==> src/rtl/ycbcr2rgb_pkg.sv <==
// Shared constants and helpers for the 4:2:2 YCbCr to RGB888 converter.
// Define YCBCR_VIDEO_RANGE_EN to select limited-range (studio swing) coefficients.
package ycbcr2rgb_pkg;

    localparam int FRAC       = 8;
    localparam int ACC_W      = 19;
    localparam int PROD_W     = 18;
    localparam int PIPE_DEPTH = 4;

    localparam logic [7:0]              CHROMA_MID = 8'd128;
    localparam logic signed [ACC_W-1:0] ROUND_HALF = 19'sd128;

    localparam logic signed [PROD_W-1:0] FULL_K_R_CR = 18'sd359;
    localparam logic signed [PROD_W-1:0] FULL_K_G_CB = 18'sd88;
    localparam logic signed [PROD_W-1:0] FULL_K_G_CR = 18'sd183;
    localparam logic signed [PROD_W-1:0] FULL_K_B_CB = 18'sd454;

    localparam logic signed [PROD_W-1:0] VID_K_R_CR  = 18'sd409;
    localparam logic signed [PROD_W-1:0] VID_K_G_CB  = 18'sd100;
    localparam logic signed [PROD_W-1:0] VID_K_G_CR  = 18'sd208;
    localparam logic signed [PROD_W-1:0] VID_K_B_CB  = 18'sd516;
    localparam logic signed [ACC_W-1:0]  VID_K_Y     = 19'sd298;
    localparam logic signed [ACC_W-1:0]  VID_Y_OFS   = 19'sd16;

`ifdef YCBCR_VIDEO_RANGE_EN
    localparam logic signed [PROD_W-1:0] K_R_CR = VID_K_R_CR;
    localparam logic signed [PROD_W-1:0] K_G_CB = VID_K_G_CB;
    localparam logic signed [PROD_W-1:0] K_G_CR = VID_K_G_CR;
    localparam logic signed [PROD_W-1:0] K_B_CB = VID_K_B_CB;
`else
    localparam logic signed [PROD_W-1:0] K_R_CR = FULL_K_R_CR;
    localparam logic signed [PROD_W-1:0] K_G_CB = FULL_K_G_CB;
    localparam logic signed [PROD_W-1:0] K_G_CR = FULL_K_G_CR;
    localparam logic signed [PROD_W-1:0] K_B_CB = FULL_K_B_CB;
`endif

    function automatic logic [7:0] clamp_u8(input logic signed [ACC_W-1:0] v);
        logic [7:0] r;
        if (v < 19'sd0) begin
            r = 8'd0;
        end else if (v > 19'sd255) begin
            r = 8'd255;
        end else begin
            r = v[7:0];
        end
        return r;
    endfunction

endpackage

==> src/rtl/chroma422_pair.sv <==
// Stage 0: pairs the interleaved Cb/Cr samples of a 4:2:2 stream so every
// pixel leaves with a full {Y, Cb, Cr}; an active sync restarts the pairing.
module chroma422_pair
    import ycbcr2rgb_pkg::*;
#(
    parameter logic SYNC_ACT = 1'b1
) (
    input  logic        clk,
    input  logic        rst_n,
    input  logic [15:0] i_ycc,
    input  logic        i_valid,
    input  logic        i_hsync,
    input  logic        i_vsync,
    output logic [7:0]  o_y,
    output logic [7:0]  o_cb,
    output logic [7:0]  o_cr,
    output logic        o_valid
);

    logic       phase_q, phase_d;
    logic [7:0] held_cb_q, held_cb_d;
    logic [7:0] held_cr_q, held_cr_d;
    logic [7:0] y_q, y_d;
    logic [7:0] cb_q, cb_d;
    logic [7:0] cr_q, cr_d;
    logic       valid_q, valid_d;

    logic       sync_hit_s;
    logic       phase_eff_s;
    logic [7:0] held_cb_eff_s;
    logic [7:0] held_cr_eff_s;
    logic [7:0] c_s;

    // Pairing state: a sync clears first, then a coincident beat is processed as phase 0.
    always_comb begin
        sync_hit_s = (i_hsync == SYNC_ACT) || (i_vsync == SYNC_ACT);
        c_s        = i_ycc[7:0];
        if (sync_hit_s) begin
            phase_eff_s   = 1'b0;
            held_cb_eff_s = CHROMA_MID;
            held_cr_eff_s = CHROMA_MID;
        end else begin
            phase_eff_s   = phase_q;
            held_cb_eff_s = held_cb_q;
            held_cr_eff_s = held_cr_q;
        end

        phase_d   = phase_eff_s;
        held_cb_d = held_cb_eff_s;
        held_cr_d = held_cr_eff_s;
        y_d       = i_ycc[15:8];
        cb_d      = held_cb_eff_s;
        cr_d      = held_cr_eff_s;
        valid_d   = i_valid;

        if (i_valid) begin
            if (!phase_eff_s) begin
                cb_d      = c_s;
                held_cb_d = c_s;
            end else begin
                cr_d      = c_s;
                held_cr_d = c_s;
            end
            phase_d = ~phase_eff_s;
        end else begin
            phase_d = phase_eff_s;
        end
    end

    // Stage-0 register bank with synchronous reset.
    always_ff @(posedge clk) begin
        if (!rst_n) begin
            phase_q   <= 1'b0;
            held_cb_q <= CHROMA_MID;
            held_cr_q <= CHROMA_MID;
            y_q       <= 8'd0;
            cb_q      <= 8'd0;
            cr_q      <= 8'd0;
            valid_q   <= 1'b0;
        end else begin
            phase_q   <= phase_d;
            held_cb_q <= held_cb_d;
            held_cr_q <= held_cr_d;
            y_q       <= y_d;
            cb_q      <= cb_d;
            cr_q      <= cr_d;
            valid_q   <= valid_d;
        end
    end

    assign o_y     = y_q;
    assign o_cb    = cb_q;
    assign o_cr    = cr_q;
    assign o_valid = valid_q;

endmodule

==> src/rtl/ycbcr422_to_rgb.sv <==
// BT.601 4:2:2 YCbCr to RGB888 converter, 4-cycle pipeline with matched sync delay.
// Define YCBCR_VIDEO_RANGE_EN for limited-range input scaling.
module ycbcr422_to_rgb
    import ycbcr2rgb_pkg::*;
#(
    parameter logic SYNC_ACT = 1'b1,
    parameter int   LATENCY  = PIPE_DEPTH
) (
    input  logic        clk,
    input  logic        rst_n,
    input  logic [15:0] i_ycc,
    input  logic        i_valid,
    input  logic        i_hsync,
    input  logic        i_vsync,
    output logic [23:0] o_rgb,
    output logic        o_valid,
    output logic        o_hsync,
    output logic        o_vsync
);

    logic [7:0] y1_s, cb1_s, cr1_s;
    logic       v1_s;

    chroma422_pair #(.SYNC_ACT(SYNC_ACT)) u_pair (
        .clk     (clk),
        .rst_n   (rst_n),
        .i_ycc   (i_ycc),
        .i_valid (i_valid),
        .i_hsync (i_hsync),
        .i_vsync (i_vsync),
        .o_y     (y1_s),
        .o_cb    (cb1_s),
        .o_cr    (cr1_s),
        .o_valid (v1_s)
    );

    logic signed [ACC_W-1:0]  yt_q, yt_d;
    logic signed [PROD_W-1:0] p_rcr_q, p_rcr_d;
    logic signed [PROD_W-1:0] p_gcb_q, p_gcb_d;
    logic signed [PROD_W-1:0] p_gcr_q, p_gcr_d;
    logic signed [PROD_W-1:0] p_bcb_q, p_bcb_d;
    logic                     v2_q, v2_d;

    logic signed [ACC_W-1:0]  r3_q, r3_d, g3_q, g3_d, b3_q, b3_d;
    logic                     v3_q, v3_d;

    logic [23:0]              rgb_q, rgb_d;
    logic                     valid_q, valid_d;
    logic [LATENCY-1:0]       hs_q, hs_d, vs_q, vs_d;

    logic signed [8:0]        dcb_s, dcr_s;
    logic signed [PROD_W-1:0] dcb_x_s, dcr_x_s;
    logic signed [ACC_W-1:0]  r_sum_s, g_sum_s, b_sum_s;

    // Chroma offsets and the four chroma products plus the luma term.
    always_comb begin
        dcb_s   = $signed({1'b0, cb1_s}) - $signed({1'b0, CHROMA_MID});
        dcr_s   = $signed({1'b0, cr1_s}) - $signed({1'b0, CHROMA_MID});
        dcb_x_s = $signed({{(PROD_W-9){dcb_s[8]}}, dcb_s});
        dcr_x_s = $signed({{(PROD_W-9){dcr_s[8]}}, dcr_s});
        p_rcr_d = K_R_CR * dcr_x_s;
        p_gcb_d = K_G_CB * dcb_x_s;
        p_gcr_d = K_G_CR * dcr_x_s;
        p_bcb_d = K_B_CB * dcb_x_s;
`ifdef YCBCR_VIDEO_RANGE_EN
        yt_d    = VID_K_Y * ($signed({{(ACC_W-8){1'b0}}, y1_s}) - VID_Y_OFS);
`else
        yt_d    = $signed({{(ACC_W-16){1'b0}}, y1_s, 8'd0});
`endif
        v2_d    = v1_s;
    end

    // Rounded fixed-point sums, scaled back to integer pixel units.
    always_comb begin
        r_sum_s = yt_q + $signed({{(ACC_W-PROD_W){p_rcr_q[PROD_W-1]}}, p_rcr_q}) + ROUND_HALF;
        g_sum_s = yt_q - $signed({{(ACC_W-PROD_W){p_gcb_q[PROD_W-1]}}, p_gcb_q})
                       - $signed({{(ACC_W-PROD_W){p_gcr_q[PROD_W-1]}}, p_gcr_q}) + ROUND_HALF;
        b_sum_s = yt_q + $signed({{(ACC_W-PROD_W){p_bcb_q[PROD_W-1]}}, p_bcb_q}) + ROUND_HALF;
        r3_d    = r_sum_s >>> FRAC;
        g3_d    = g_sum_s >>> FRAC;
        b3_d    = b_sum_s >>> FRAC;
        v3_d    = v2_q;
    end

    // Clamp to 8 bits; idle slots present black so downstream sees clean zeros.
    always_comb begin
        if (v3_q) begin
            rgb_d = {clamp_u8(r3_q), clamp_u8(g3_q), clamp_u8(b3_q)};
        end else begin
            rgb_d = 24'd0;
        end
        valid_d = v3_q;
        hs_d    = {hs_q[LATENCY-2:0], i_hsync};
        vs_d    = {vs_q[LATENCY-2:0], i_vsync};
    end

    // Pipeline registers for stages 2..4 and the sync delay lines.
    always_ff @(posedge clk) begin
        if (!rst_n) begin
            yt_q    <= 19'sd0;
            p_rcr_q <= 18'sd0;
            p_gcb_q <= 18'sd0;
            p_gcr_q <= 18'sd0;
            p_bcb_q <= 18'sd0;
            v2_q    <= 1'b0;
            r3_q    <= 19'sd0;
            g3_q    <= 19'sd0;
            b3_q    <= 19'sd0;
            v3_q    <= 1'b0;
            rgb_q   <= 24'd0;
            valid_q <= 1'b0;
            hs_q    <= '0;
            vs_q    <= '0;
        end else begin
            yt_q    <= yt_d;
            p_rcr_q <= p_rcr_d;
            p_gcb_q <= p_gcb_d;
            p_gcr_q <= p_gcr_d;
            p_bcb_q <= p_bcb_d;
            v2_q    <= v2_d;
            r3_q    <= r3_d;
            g3_q    <= g3_d;
            b3_q    <= b3_d;
            v3_q    <= v3_d;
            rgb_q   <= rgb_d;
            valid_q <= valid_d;
            hs_q    <= hs_d;
            vs_q    <= vs_d;
        end
    end

    assign o_rgb   = rgb_q;
    assign o_valid = valid_q;
    assign o_hsync = hs_q[LATENCY-1];
    assign o_vsync = vs_q[LATENCY-1];

endmodule

==> config.mk <==
export PLATFORM = sky130hd
export DESIGN_NAME = ycbcr422_to_rgb
export DESIGN_NICKNAME = d
export VERILOG_FILES = /design/src/rtl/ycbcr2rgb_pkg.sv /design/src/rtl/chroma422_pair.sv /design/src/rtl/ycbcr422_to_rgb.sv
export SDC_FILE = /design/constraint.sdc
export NUM_CORES = 1
export LEC_CHECK = 0
export ABC_AREA = 1
export CORE_ASPECT_RATIO = 1.4
export CORE_MARGIN = 1
export CORE_UTILIZATION = 37
export DETAILED_ROUTE_END_ITERATION = 12
export MAX_ROUTING_LAYER = met4
export SYNTH_ARGS = -nofsm -noshare
export SYNTH_HDL_FRONTEND = slang
export SYNTH_HIERARCHICAL = 1
export SYNTH_SLANG_ARGS = --single-unit
export TNS_END_PERCENT = 30
==> constraint.sdc <==
create_clock -name clk -period 5.5 [get_ports clk]
set_clock_uncertainty 0.2 [all_clocks]
set_input_delay 1.1 -clock clk [delete_from_list [all_inputs] [get_ports clk]]
set_output_delay 1.1 -clock clk [all_outputs]
set_load 0.02 [all_outputs]
-- Yosys cells after proc, flatten, opt, wreduce, memory -nomap -nowiden
Index checks and enable logic that the tools add are counted.
- add/sub/neg operators: 9
- multiply operators: 4
- order comparisons: 6
- muxes and demuxes: 11
- bitwise gates (word level): 3
- reduce and logical (&&, ||, !) cells: 4
- operators with widths (kind ; count):
    $mux W8 ; 9
    $add A19 B9 Y19 const B ; 3
    $add A19 B18 Y19 ; 2
    $gt A11 B9 Y1 const B ; 3
    $lt A11 B1 Y1 const B ; 3
    $sub A19 B17 Y19 ; 1
    $sub A19 B18 Y19 ; 1
    $mul A10 B9 Y18 const A ; 1
    $mul A9 B9 Y18 const A ; 1
    $sub A8 B8 Y9 const B ; 2
    $mul A9 B9 Y17 const A ; 1
    $mul A5 B9 Y14 const A ; 1
    $reduce_or A3 Y1 ; 3
    $not A1 Y1 ; 3
    $mux W1 ; 2
    $logic_or A1 B1 Y1 ; 1
- register bits after elaboration: 200
- input port bits: 21
- output and inout bits: 27
- logic and storage cells: 63

-- Longest topological paths before layout
Gate-level depths: netlist (run 1).
- depth after elaboration: 4
- depth in mapped cells: 22
- depth with buffers taken out: 21

-- By module
Netlist (run 1), hierarchy kept.
- modules (own cells, without submodules) (module ; instances ; cells each ; area each (um^2) ; sequential area each (um^2)):
    ycbcr422_to_rgb ; 1 ; 1399 ; 10714.0 ; 2602.5
    chroma422_pair ; 1 ; 144 ; 1149.9 ; 560.5

-- Least setup slack after synthesis (run 1)
Ideal clock, no wire load.
- kind: flip-flop to flip-flop
- start point: register u_pair.cr_q[7] (netlist: u_pair/o_cr[7])
- end point: register p_rcr_q[16]
- library setup time: 0.113 ns
- arrival time: 3.949 ns
- required time: 5.187 ns
- slack: 1.238 ns
- cell stages (with the launch flop): 21
- buffers on the path: 0
- clock period less this slack: 4.262 ns
- cells stage by stage: dfxtp_1 -> inv_1 -> ha_1 -> inv_1 -> ha_1 -> inv_1 -> fa_1 -> inv_1 -> fa_1 -> inv_1 -> fa_1 -> inv_1 -> ha_1 -> nand2_1 -> nor2_1 -> and2_1 -> nand2_1 -> nand3_1 -> nand2_1 -> nand2_1 -> nor2_1
- word-level cells in the longest chain between the ends: 2
- RTL lines (what ; RTL line ; source):
    start: declaration ; chroma422_pair.sv:25 ; logic [7:0] cr_q, cr_d;
    start signal: assignment ; chroma422_pair.sv:86 ; cr_q <= cr_d;
    $sub A8 B8 Y9 ; ycbcr422_to_rgb.sv:58 ; dcr_s = $signed({1'b0, cr1_s}) - $signed({1'b0, CHROMA_MID});
    $mul A10 B9 Y18 ; ycbcr422_to_rgb.sv:61 ; p_rcr_d = K_R_CR * dcr_x_s;
    end signal: assignment ; ycbcr422_to_rgb.sv:116 ; p_rcr_q <= p_rcr_d;
    end: declaration ; ycbcr422_to_rgb.sv:38 ; logic signed [PROD_W-1:0] p_rcr_q, p_rcr_d;
No other way between the ends.
A chain may end at the register's enable or synchronous reset.

-- Final worst setup path (run 1)
Same ends and word-level chain as after synthesis.

==> impl_metrics.yaml, run 1 <==
status:
  status: "finished, final reports clean"
synthesis:
  ys_ff_latch: 158
  synth_top_area_share_pct: 26.7
  synthCells: 1543
  async_reset_ff_share_pct: 0
  synth_area_sq_mm: 0.0119
  ys_seq_area_share_pct: 26.7
  synth_edf_count: 0
  yosys.cell_types.count: 40
  synth_ff_type: "dfxtp_1"
  syn_nets: 1824
  synthTopCellsByArea: "dfxtp_1 27%, ha_1 20%, fa_1 11%"
  ys.warnings.count: 6
  avgSynthCellArea_sq_um: 7.69
  synth_top_area_cell: "dfxtp_1"
placement:
  place_ws_ns: 0.791
  routabilityCongestion: 0.903
  dp.cells: 1950
  port_buffers: 47
  dp_hpwl_mm: 20.8
  dpl_cell_area_sq_mm: 0.0126
floorplanning:
  dieWidth_microns: 153
  io_pins: 48
  die_area_sq_mm: 0.0328
  floorplan.die.height_microns: 214
  core_sq_mm: 0.0316
  start_util_pct: 37.5
  rows: 77
clocking:
  clkLatencyLatePin_ns: 0.45
  cts_buffer_depth: 2
  cts_tree: "done"
  cts.sinks: 158
  cts_hold_buf: 0
  cts_setup_buffers: 0
  cts_made_buffers: 17
  cts-root-buf: "clkbuf_16"
  cts.repair.resized: 0
  ctsHtreeMaxLevel: 4
  path_clk_slew_ns: 0.07
timing:
  post-route-period-util_pct: 85.2
  relSlewSlack_pct: 49.0
  rsz0062_at_grt: "no"
  clock.fmax_ghz: 0.213
  finalHoldViolCount: 0
  final.min_clock_period_ns: 4.69
  setup_viol: 0
  final.setup.tns_ns: 0
  setup_ws_ns: 0.814
  hold_slack_ns: 0.208
  worstMarginPinSlew_ns: 0.766
  final_max_slew_viol_count: 0
global_route:
  grt_first_pass_wirelength_mm: 42.7
  antenna_found_initial: 0
  grt_use_total_pct: 17.0
  grt_max_degree: 81
  grt_pass1_vias: 8909
  overflow: 0
finish:
  stdcell_count: 1982
  area_growth_pct: 11.5
  layout.nets: 1855
  drive_gt1_share_pct: 3.91
  final_util_pct: 41.9
  diodes: 0
  final_cell_area_sq_mm: 0.0132
setup_path:
  crit_start: "u_pair/o_cr[7]"
  slowest_delay_ns: 0.61
  r2r-start: "u_pair/o_cr[7]"
  critPathSlowestCell: "dfxtp_1"
  crit_type: "reg2reg"
  setup.worst_path.start_class: "flip-flop"
  worstPathArrival_ns: 4.82
  required_ns: 5.64
  path_common_cell: "inv_1"
  crit_buf_inv: 6
  crit_chain: "inv_1, ha_1, inv_1, ha_1, inv_1, fa_1, inv_1, fa_1, inv_1, fa_1, inv_1, ha_1, nand2_1, nor2_1, and2_1, nand2_1, nand3_1, nand2_1, nand2_1, nor2_1"
  endpoint_kind: "flip-flop"
  crit_family: "adder cells"
  path_max_fanout: 9
power:
  p_total_mw: 3.61
  peakVddDrop_mv: 0.198
  power.density_mw_per_mm2: 273
  p_leak_nw: 7.22
job:
  cap_violations: 0
route:
  wl_per_cell_microns: 12.7
  vias: 9158
  drt-total-wl_mm: 25.2
  first_pass_iters: 5
  postRouteAntennaNets: 0
  avgViaCountPerCell: 4.62
  route.detailed.drc: 0
  drt_iter0_drc: 370
min_path:
  hold_class: "reg2reg"
  hold_start: "hs_q[0]"
synth_stat cells, types with 9 or more instances:
library cell / number
buf_2: 11
nor2_1: 127
nand2_1: 262
clkbuf_1: 9
nand3_1: 66
buf_4: 14
o21ai_0: 89
a21oi_1: 109
dfxtp_1: 158
inv_1: 349
fa_1: 68
ha_1: 192
kinds of logic (layout without fill, tap and decap cells):
group / count (synthesis) / count (layout) / share of synthesized area [%]
compound gates: 235 / 235 / 10.7
xor+xnor: 8 / 8 / 0.591
fa+ha+maj: 260 / 260 / 31.7
buf+inv: 387 / 431 / 13.0
flops: 158 / 158 / 26.7
simple gates: 495 / 495 / 17.4
placed cells by master, fill, tap and decap left out, types with 2 or more instances in the layout:
cell / n
nor3_1: 3
nand2_1: 262
clkdlybuf4s50_1: 46
nand3b_1: 6
o21a_1: 6
a21o_1: 3
and2_1: 3
nand3_1: 66
a21oi_2: 3
nand3_2: 2
nor4_1: 2
clkbuf_16: 17
nor2_1: 127
a31oi_1: 8
nand2_2: 5
fa_1: 68
o21bai_1: 5
a22oi_1: 5
or2_2: 8
inv_1: 349
clkinvlp_4: 2
inv_8: 5
buf_4: 3
a21oi_1: 109
clkinv_8: 6
dfxtp_1: 158
ha_1: 192
o21ai_0: 89
o21ai_2: 4
xor2_1: 5
nand4_1: 6
xnor2_1: 3
sequential cells by signal, summed over array words and instances, names as in the netlist:
name	count
v2_q	1
p_gcr_q	14
yt_q	8
u_pair/held_cb_q	8
p_bcb_q	11
r3_q	11
o_valid	1
p_rcr_q	15
u_pair/o_y	8
u_pair/o_valid	1
o_rgb	24
u_pair/o_cb	1
v3_q	1
u_pair/held_cr_q	8
g3_q	11
p_gcb_q	14
u_pair/o_cr	1
b3_q	11
u_pair/phase_q	1
vs_q	4
hs_q	4
final timing paths:
path | to | slack (ns) | depth (start not counted)
max | p_rcr_q[16] | 0.81 | 20
min | hs_q[1] | 0.21 | 2
max reg2reg | p_rcr_q[16] | 0.81 | 20
min reg2reg | hs_q[1] | 0.21 | 2
worst min-delay path, stage by stage (launching register included):
cell	delay [ns]
dfxtp_1	0.31
nand2_1	0.05
inv_1	0.04
power by group:
part           internal [mW]  switching [mW]
logic                  0.404           0.697
clock network          0.616           0.565
registers               1.27          0.0560
total                   2.29            1.32
final cells by class:
cell class	count	area, sq um
Clock inverter	15	186
Tap cell	395	494
Inverter	350	1320
Sequential cell	158	3160
Timing Repair Buffer	49	483
Fill cell	3239	18400
Clock buffer	17	425
Multi-Input combinational cell	998	7160
routing by layer:
| metal | up-vias | share of wire [%] | GRT usage (%) |
|---|---|---|---|
| li1 | 4874 | - | - |
| met1 | 4105 | 44 | 19.3 |
| met2 | 134 | 50 | 29.8 |
| met3 | 45 | 2.2 | 2.22 |
| met4 | 0 | 3.6 | 7.97 |
| met5 | - | 0 | - |
Power figures use the tool's default switching activity.
==> inputs of run 2 (changes only) <==
--- a/config.mk
+++ b/config.mk
@@ -6,8 +6,9 @@
 export NUM_CORES = 1
 export LEC_CHECK = 0
 export ABC_AREA = 1
+export CAP_MARGIN = 5
 export CORE_ASPECT_RATIO = 1.4
-export CORE_MARGIN = 1
+export CORE_MARGIN = 4
 export CORE_UTILIZATION = 37
 export DETAILED_ROUTE_END_ITERATION = 12
 export MAX_ROUTING_LAYER = met4
==> run 2 against run 1 <==
Net effect:
- utilization about the same
- cell count is the same
- via count rose by 0.14%
- first-iteration DRC count is 19% lower
- count of clock-buffer cells in the layout is the same
- non-clock buffer count stayed put
- maximum frequency up 4.9%
- critical path depth down 4
- wire length is 3.3% higher
- total power up 0.75%
- clock power barely moved
==> impl_metrics.yaml, run 2 (synthesis results as in run 1) <==
timing:
  rsz0062_at_grt: "no"
  post-route-period-util_pct: 81.3
  hold_slack_ns: 0.221
  final_max_slew_viol_count: 0
  relSlewSlack_pct: 46.0
  finalHoldViolCount: 0
  final.min_clock_period_ns: 4.47
  setup_viol: 0
  final.setup.tns_ns: 0
  worstMarginPinSlew_ns: 0.810
  clock.fmax_ghz: 0.224
setup_path:
  path_max_fanout: 9
  r2r-start: "u_pair/o_cr[7]"
  endpoint_kind: "flip-flop"
  crit_type: "reg2reg"
  worstPathArrival_ns: 4.64
  setup.worst_path.start_class: "flip-flop"
  timing.reg2reg.setup_slack_ns: 1.03
  required_ns: 5.67
  r2r_end: "p_gcr_q[11]"
  r2r.worst_path.cells: 16
finish:
  final_cell_mix: "349 x inv_1, 262 x nand2_1, 192 x ha_1, 158 x dfxtp_1, 127 x nor2_1"
  largest_reg_flops: 24
  drive_gt1_share_pct: 3.91
  final_util_pct: 41.9
  fillers: 3239
  layout_commonest_cell: "inv_1"
  diodes: 0
  layout.nets: 1855
  stdcell_count: 1982
  area_growth_pct: 11.5
  final_cell_area_sq_mm: 0.0132
global_route:
  use_met1_pct: 18.4
  overflow: 0
  antenna_found_initial: 0
  grt_max_degree: 84
  met3_usage_pct: 2.38
  grt_pass1_vias: 9123
  grt_use_total_pct: 16.1
  grt_use_met2_pct: 28.2
  busiest_layer: "met2"
  grt_first_pass_wirelength_mm: 44.3
route:
  postRouteAntennaNets: 0
  avgViaCountPerCell: 4.63
  wl_per_cell_microns: 13.1
  drt_iter0_drc: 298
  route.detailed.drc: 0
  drt-total-wl_mm: 26.0
  first_pass_iters: 5
  vias: 9171
job:
  cap_violations: 0
clocking:
  cts.repair.resized: 0
  cts_buffer_depth: 2
  ctsHtreeMaxLevel: 4
  clkLatencyLatePin_ns: 0.45
  cts_tree: "done"
  cts-root-buf: "clkbuf_16"
  cts_setup_buffers: 0
  cts_hold_buf: 0
  path_clk_slew_ns: 0.07
  cts.sinks: 158
  cts_made_buffers: 17
status:
  status: "finished, final reports clean"
min_path:
  hold_start: "vs_q[0]"
  hold_end: "vs_q[1]"
  hold_class: "reg2reg"
  min_path_cells: 2
floorplanning:
  floorplan.die.height_microns: 220
  start_util_pct: 37.5
  io_pins: 48
  rows: 77
  dieWidth_microns: 159
  core_sq_mm: 0.0316
  die_area_sq_mm: 0.0350
placement:
  port_buffers: 47
  routabilityCongestion: 0.883
  dp_hpwl_mm: 21.5
  dpl_cell_area_sq_mm: 0.0126
  dp.cells: 1950
power:
  power.density_mw_per_mm2: 275
  peakVddDrop_mv: 0.207
  p_leak_nw: 7.22
==> run 2: changes by cell type in the layout (fill, tap and decap cells not counted) <==
cell and change:
clkinvlp_4 -1, inv_6 +1, inv_12 +1, clkinv_8 -1
==> run 2: area by class of cell <==
| type | instances | area (sq um) | area share [%] |
|---|---|---|---|
| Multi-Input combinational cell | 998 | 7160 | 54.1 |
| Sequential cell | 158 | 3160 | 23.9 |
| Inverter | 350 | 1320 | 9.95 |
| Tap cell | 395 | 494 | 3.73 |
| Timing Repair Buffer | 49 | 483 | 3.65 |
| Clock buffer | 17 | 425 | 3.21 |
| Clock inverter | 15 | 188 | 1.42 |
==> run 2: worst max-delay path, cell delays in order, from the launching register on <==
cell	delay [ns]
dfxtp_1	0.31
buf_4	0.20
inv_1	0.19
ha_1	0.33
inv_1	0.11
ha_1	0.26
fa_1	0.53
inv_1	0.05
fa_1	0.50
fa_1	0.52
inv_1	0.04
ha_1	0.36
a21oi_1	0.21
o21ai_0	0.14
a21oi_1	0.19
o21ai_0	0.10
a21oi_1	0.15
==> run 2: report_power, final <==
group / switching [mW] / internal, mW
logic: 0.697 / 0.404
clock network: 0.586 / 0.620
registers: 0.0583 / 1.27
total: 1.34 / 2.30
==> run 2: metal layers <==
metal / wire length [microns] / part of all wire, % / up-vias
met5: 0 / 0 / -
li1: - / - / 4864
met1: 11300 / 43 / 4110
met3: 736 / 2.8 / 51
met4: 973 / 3.7 / 0
met2: 13000 / 50 / 146
==> run 2: through the flow <==
stage / power [mW] / setup WS, ns
floorplan: 2.19 / 1.24
global placement: 2.45 / 1.14
detailed placement: 2.46 / 1.05
CTS: 3.69 / 1.03
global route: 3.92 / 0.711
finish: 3.64 / 1.03
==> run 2: worst max-delay path by stage <==
stage / start / end / slack, ns / cells past startpoint
after detailed placement: u_pair/o_cr[7] / p_rcr_q[11] / 1.05 / 19
after global placement: u_pair/held_cr_q[1] / p_rcr_q[11] / 1.14 / 18
after floorplan: u_pair/o_cr[7] / p_rcr_q[16] / 1.24 / 20
after global routing: u_pair/o_cr[7] / p_rcr_q[15] / 0.71 / 20
final: u_pair/o_cr[7] / p_gcr_q[11] / 1.03 / 16
after CTS: u_pair/o_cr[7] / p_rcr_q[11] / 1.03 / 19
==> inputs of run 3 (changes only) <==
==> constraint.sdc (replaced) <==
create_clock -name clk -period 3.9 [get_ports clk]
set_clock_uncertainty 0.2 [all_clocks]
set_input_delay 0.78 -clock clk [delete_from_list [all_inputs] [get_ports clk]]
set_output_delay 0.78 -clock clk [all_outputs]
set_load 0.02 [all_outputs]
==> run 3 against run 2 <==
Net effect:
- sequential power grew 40%
- cell count grew 3.7%
- sequential share of layout area shrank 1.8 points
- via count increased by 2.8%
- wire length grew 2.1%
- sequential cell count is the same
- non-clock buffer count increased by 73
- total power up 47%
- maximum frequency rose by 16%
- setup slack got worse by 0.98 ns
- first-iteration DRC count shrank 8.7%
- die area stayed put
- critical path type unchanged
- largest power group unchanged
- highest routed layer unchanged
==> impl_metrics.yaml, run 3 (synthesis results as in run 1) <==
setup_path:
  r2r.worst_path.cells: 14
  r2r-start: "u_pair/held_cr_q[2]"
  cp-endpoint: "p_rcr_q[12]"
  required_ns: 4.06
  crit_start: "u_pair/held_cr_q[2]"
  r2r_end: "p_rcr_q[12]"
  worstPathArrival_ns: 4.01
  endpoint_kind: "flip-flop"
  path_max_fanout: 6
  crit_type: "reg2reg"
  setup.worst_path.start_class: "flip-flop"
  timing.reg2reg.setup_slack_ns: 0.05
timing:
  worstMarginPinSlew_ns: 0.582
  relSlewSlack_pct: 61.2
  finalHoldViolCount: 0
  rsz0062_at_grt: "yes"
  clock.fmax_ghz: 0.260
  setup_viol: 0
  final_max_slew_viol_count: 0
  final.min_clock_period_ns: 3.85
  post-route-period-util_pct: 98.7
  hold_slack_ns: 0.211
finish:
  area_growth_pct: 21.2
  layout.nets: 1928
  layout_commonest_cell: "inv_1"
  diodes: 0
  drive_gt1_share_pct: 15.4
  stdcell_count: 2055
  fillers: 3093
  final_util_pct: 45.5
  multiInputGateArea_sq_mm: 0.00773
  final_cell_mix: "324 x inv_1, 249 x nand2_1, 162 x ha_1, 148 x dfxtp_1, 120 x nor2_1"
  register_area_sq_mm: 0.00318
  largest_reg_flops: 24
global_route:
  overflow: 0
  grt_use_total_pct: 16.2
  grt_max_degree: 44
  grt_first_pass_wirelength_mm: 44.5
  grt_pass1_vias: 9272
  antenna_found_initial: 0
status:
  status: "finished, final reports clean"
floorplanning:
  floorplan.die.height_microns: 220
  rows: 77
  start_util_pct: 37.5
  core_sq_mm: 0.0316
  io_pins: 48
  die_area_sq_mm: 0.0350
  dieWidth_microns: 159
placement:
  port_buffers: 47
  routabilityCongestion: 0.924
  dp.cells: 2019
  dp_hpwl_mm: 21.7
power:
  power.density_mw_per_mm2: 372
  p_clk_share_pct: 32.0
  seqPwrFrac_pct: 34.8
  p_sw_mw: 1.93
  p_int_mw: 3.41
  combPwrFrac_pct: 33.2
  p_total_mw: 5.34
  switching_share_pct: 36.1
  peakVddDrop_mv: 0.281
  p_leak_nw: 7.60
route:
  drt-total-wl_mm: 26.5
  route.detailed.drc: 0
  vias: 9425
  first_pass_iters: 5
  postRouteAntennaNets: 0
  wl_per_cell_microns: 12.9
  avgViaCountPerCell: 4.59
  drt_iter0_drc: 272
clocking:
  path_clk_slew_ns: 0.07
  cts_made_buffers: 17
  cts_hold_buf: 0
  clkLatencyLatePin_ns: 0.44
  ctsHtreeMaxLevel: 4
  cts_tree: "done"
  cts.sinks: 158
  cts-root-buf: "clkbuf_16"
  cts_buffer_depth: 2
job:
  cap_violations: 0
min_path:
  hold_class: "reg2reg"
## run 3: cell types whose count changed in the layout (fill, tap and decap cells not counted), sizes merged
cell	change
buf	+73
bufinv	+1
inv	-1
## run 3: worst max-delay path, cell delays in order (launching register included)
cell	delay, ns
dfxtp_4	0.39
ha_4	0.29
inv_2	0.05
fa_1	0.52
inv_1	0.05
fa_2	0.51
inv_1	0.05
fa_2	0.54
ha_4	0.20
ha_4	0.30
nand2_2	0.06
o21ai_2	0.21
a21oi_2	0.08
or2_1	0.20
a21oi_1	0.13
## run 3: cell type report
type	instances	area share [%]
clock buffers	17	2.96
clock inverters	15	1.33
inverters	350	9.19
multi-input cells	998	53.8
flip-flops and latches	158	22.1
well taps	395	3.44
repair buffers	122	7.20
## run 3: what timing repair did
| item | 4_1_cts | 5_1_grt |
|---|---|---|
| resized for setup | 39 | 96 |
| setup buffers | 1 | 3 |
| setup endpoints to repair | 22 | 28 |
| pin swaps | 11 | 49 |
## run 3: worst min-delay path by stage
stage	slack [ns]	cells after the start	from	to
2_1_floorplan	0.19	2	hs_q[0]	hs_q[1]
4_1_cts	0.21	2	u_pair/o_y[5]	yt_q[13]
5_1_grt	0.23	2	vs_q[0]	vs_q[1]
3_5_place_dp	0.20	2	u_pair/o_y[5]	yt_q[13]
3_3_place_gp	0.19	2	u_pair/o_y[6]	yt_q[14]
6_report	0.21	2	u_pair/o_y[5]	yt_q[13]
## run 3: stage by stage
| step | worst slack, ns | cell area [sq um] | setup TNS (ns) |
|---|---|---|---|
| 2_1_floorplan | -0.0362 | 11900 | -0.0506 |
| 3_3_place_gp | -0.0890 | 13200 | -0.542 |
| 3_5_place_dp | -0.165 | 13200 | -1.75 |
| 4_1_cts | 0.00288 | 14000 | 0 |
| 5_1_grt | -0.0942 | 14400 | -1.01 |
| 6_report | 0.0506 | 14400 | 0 |
## run 3: layer usage
metal | share of wire (%) | global-route usage [%]
met1 | 43 | 18.3
met2 | 52 | 29.2
met3 | 2.0 | 2.06
met4 | 2.7 | 6.14
met5 | 0 | -
## run 3: power by group through the flow
stage	combinational, mW	clock, mW	sequential, mW
after floorplan	1.22	0	1.88
after global placement	1.60	0	1.90
after detailed placement	1.62	0	1.90
after CTS	1.65	1.77	1.86
after global routing	2.06	1.83	1.88
final	1.78	1.71	1.86
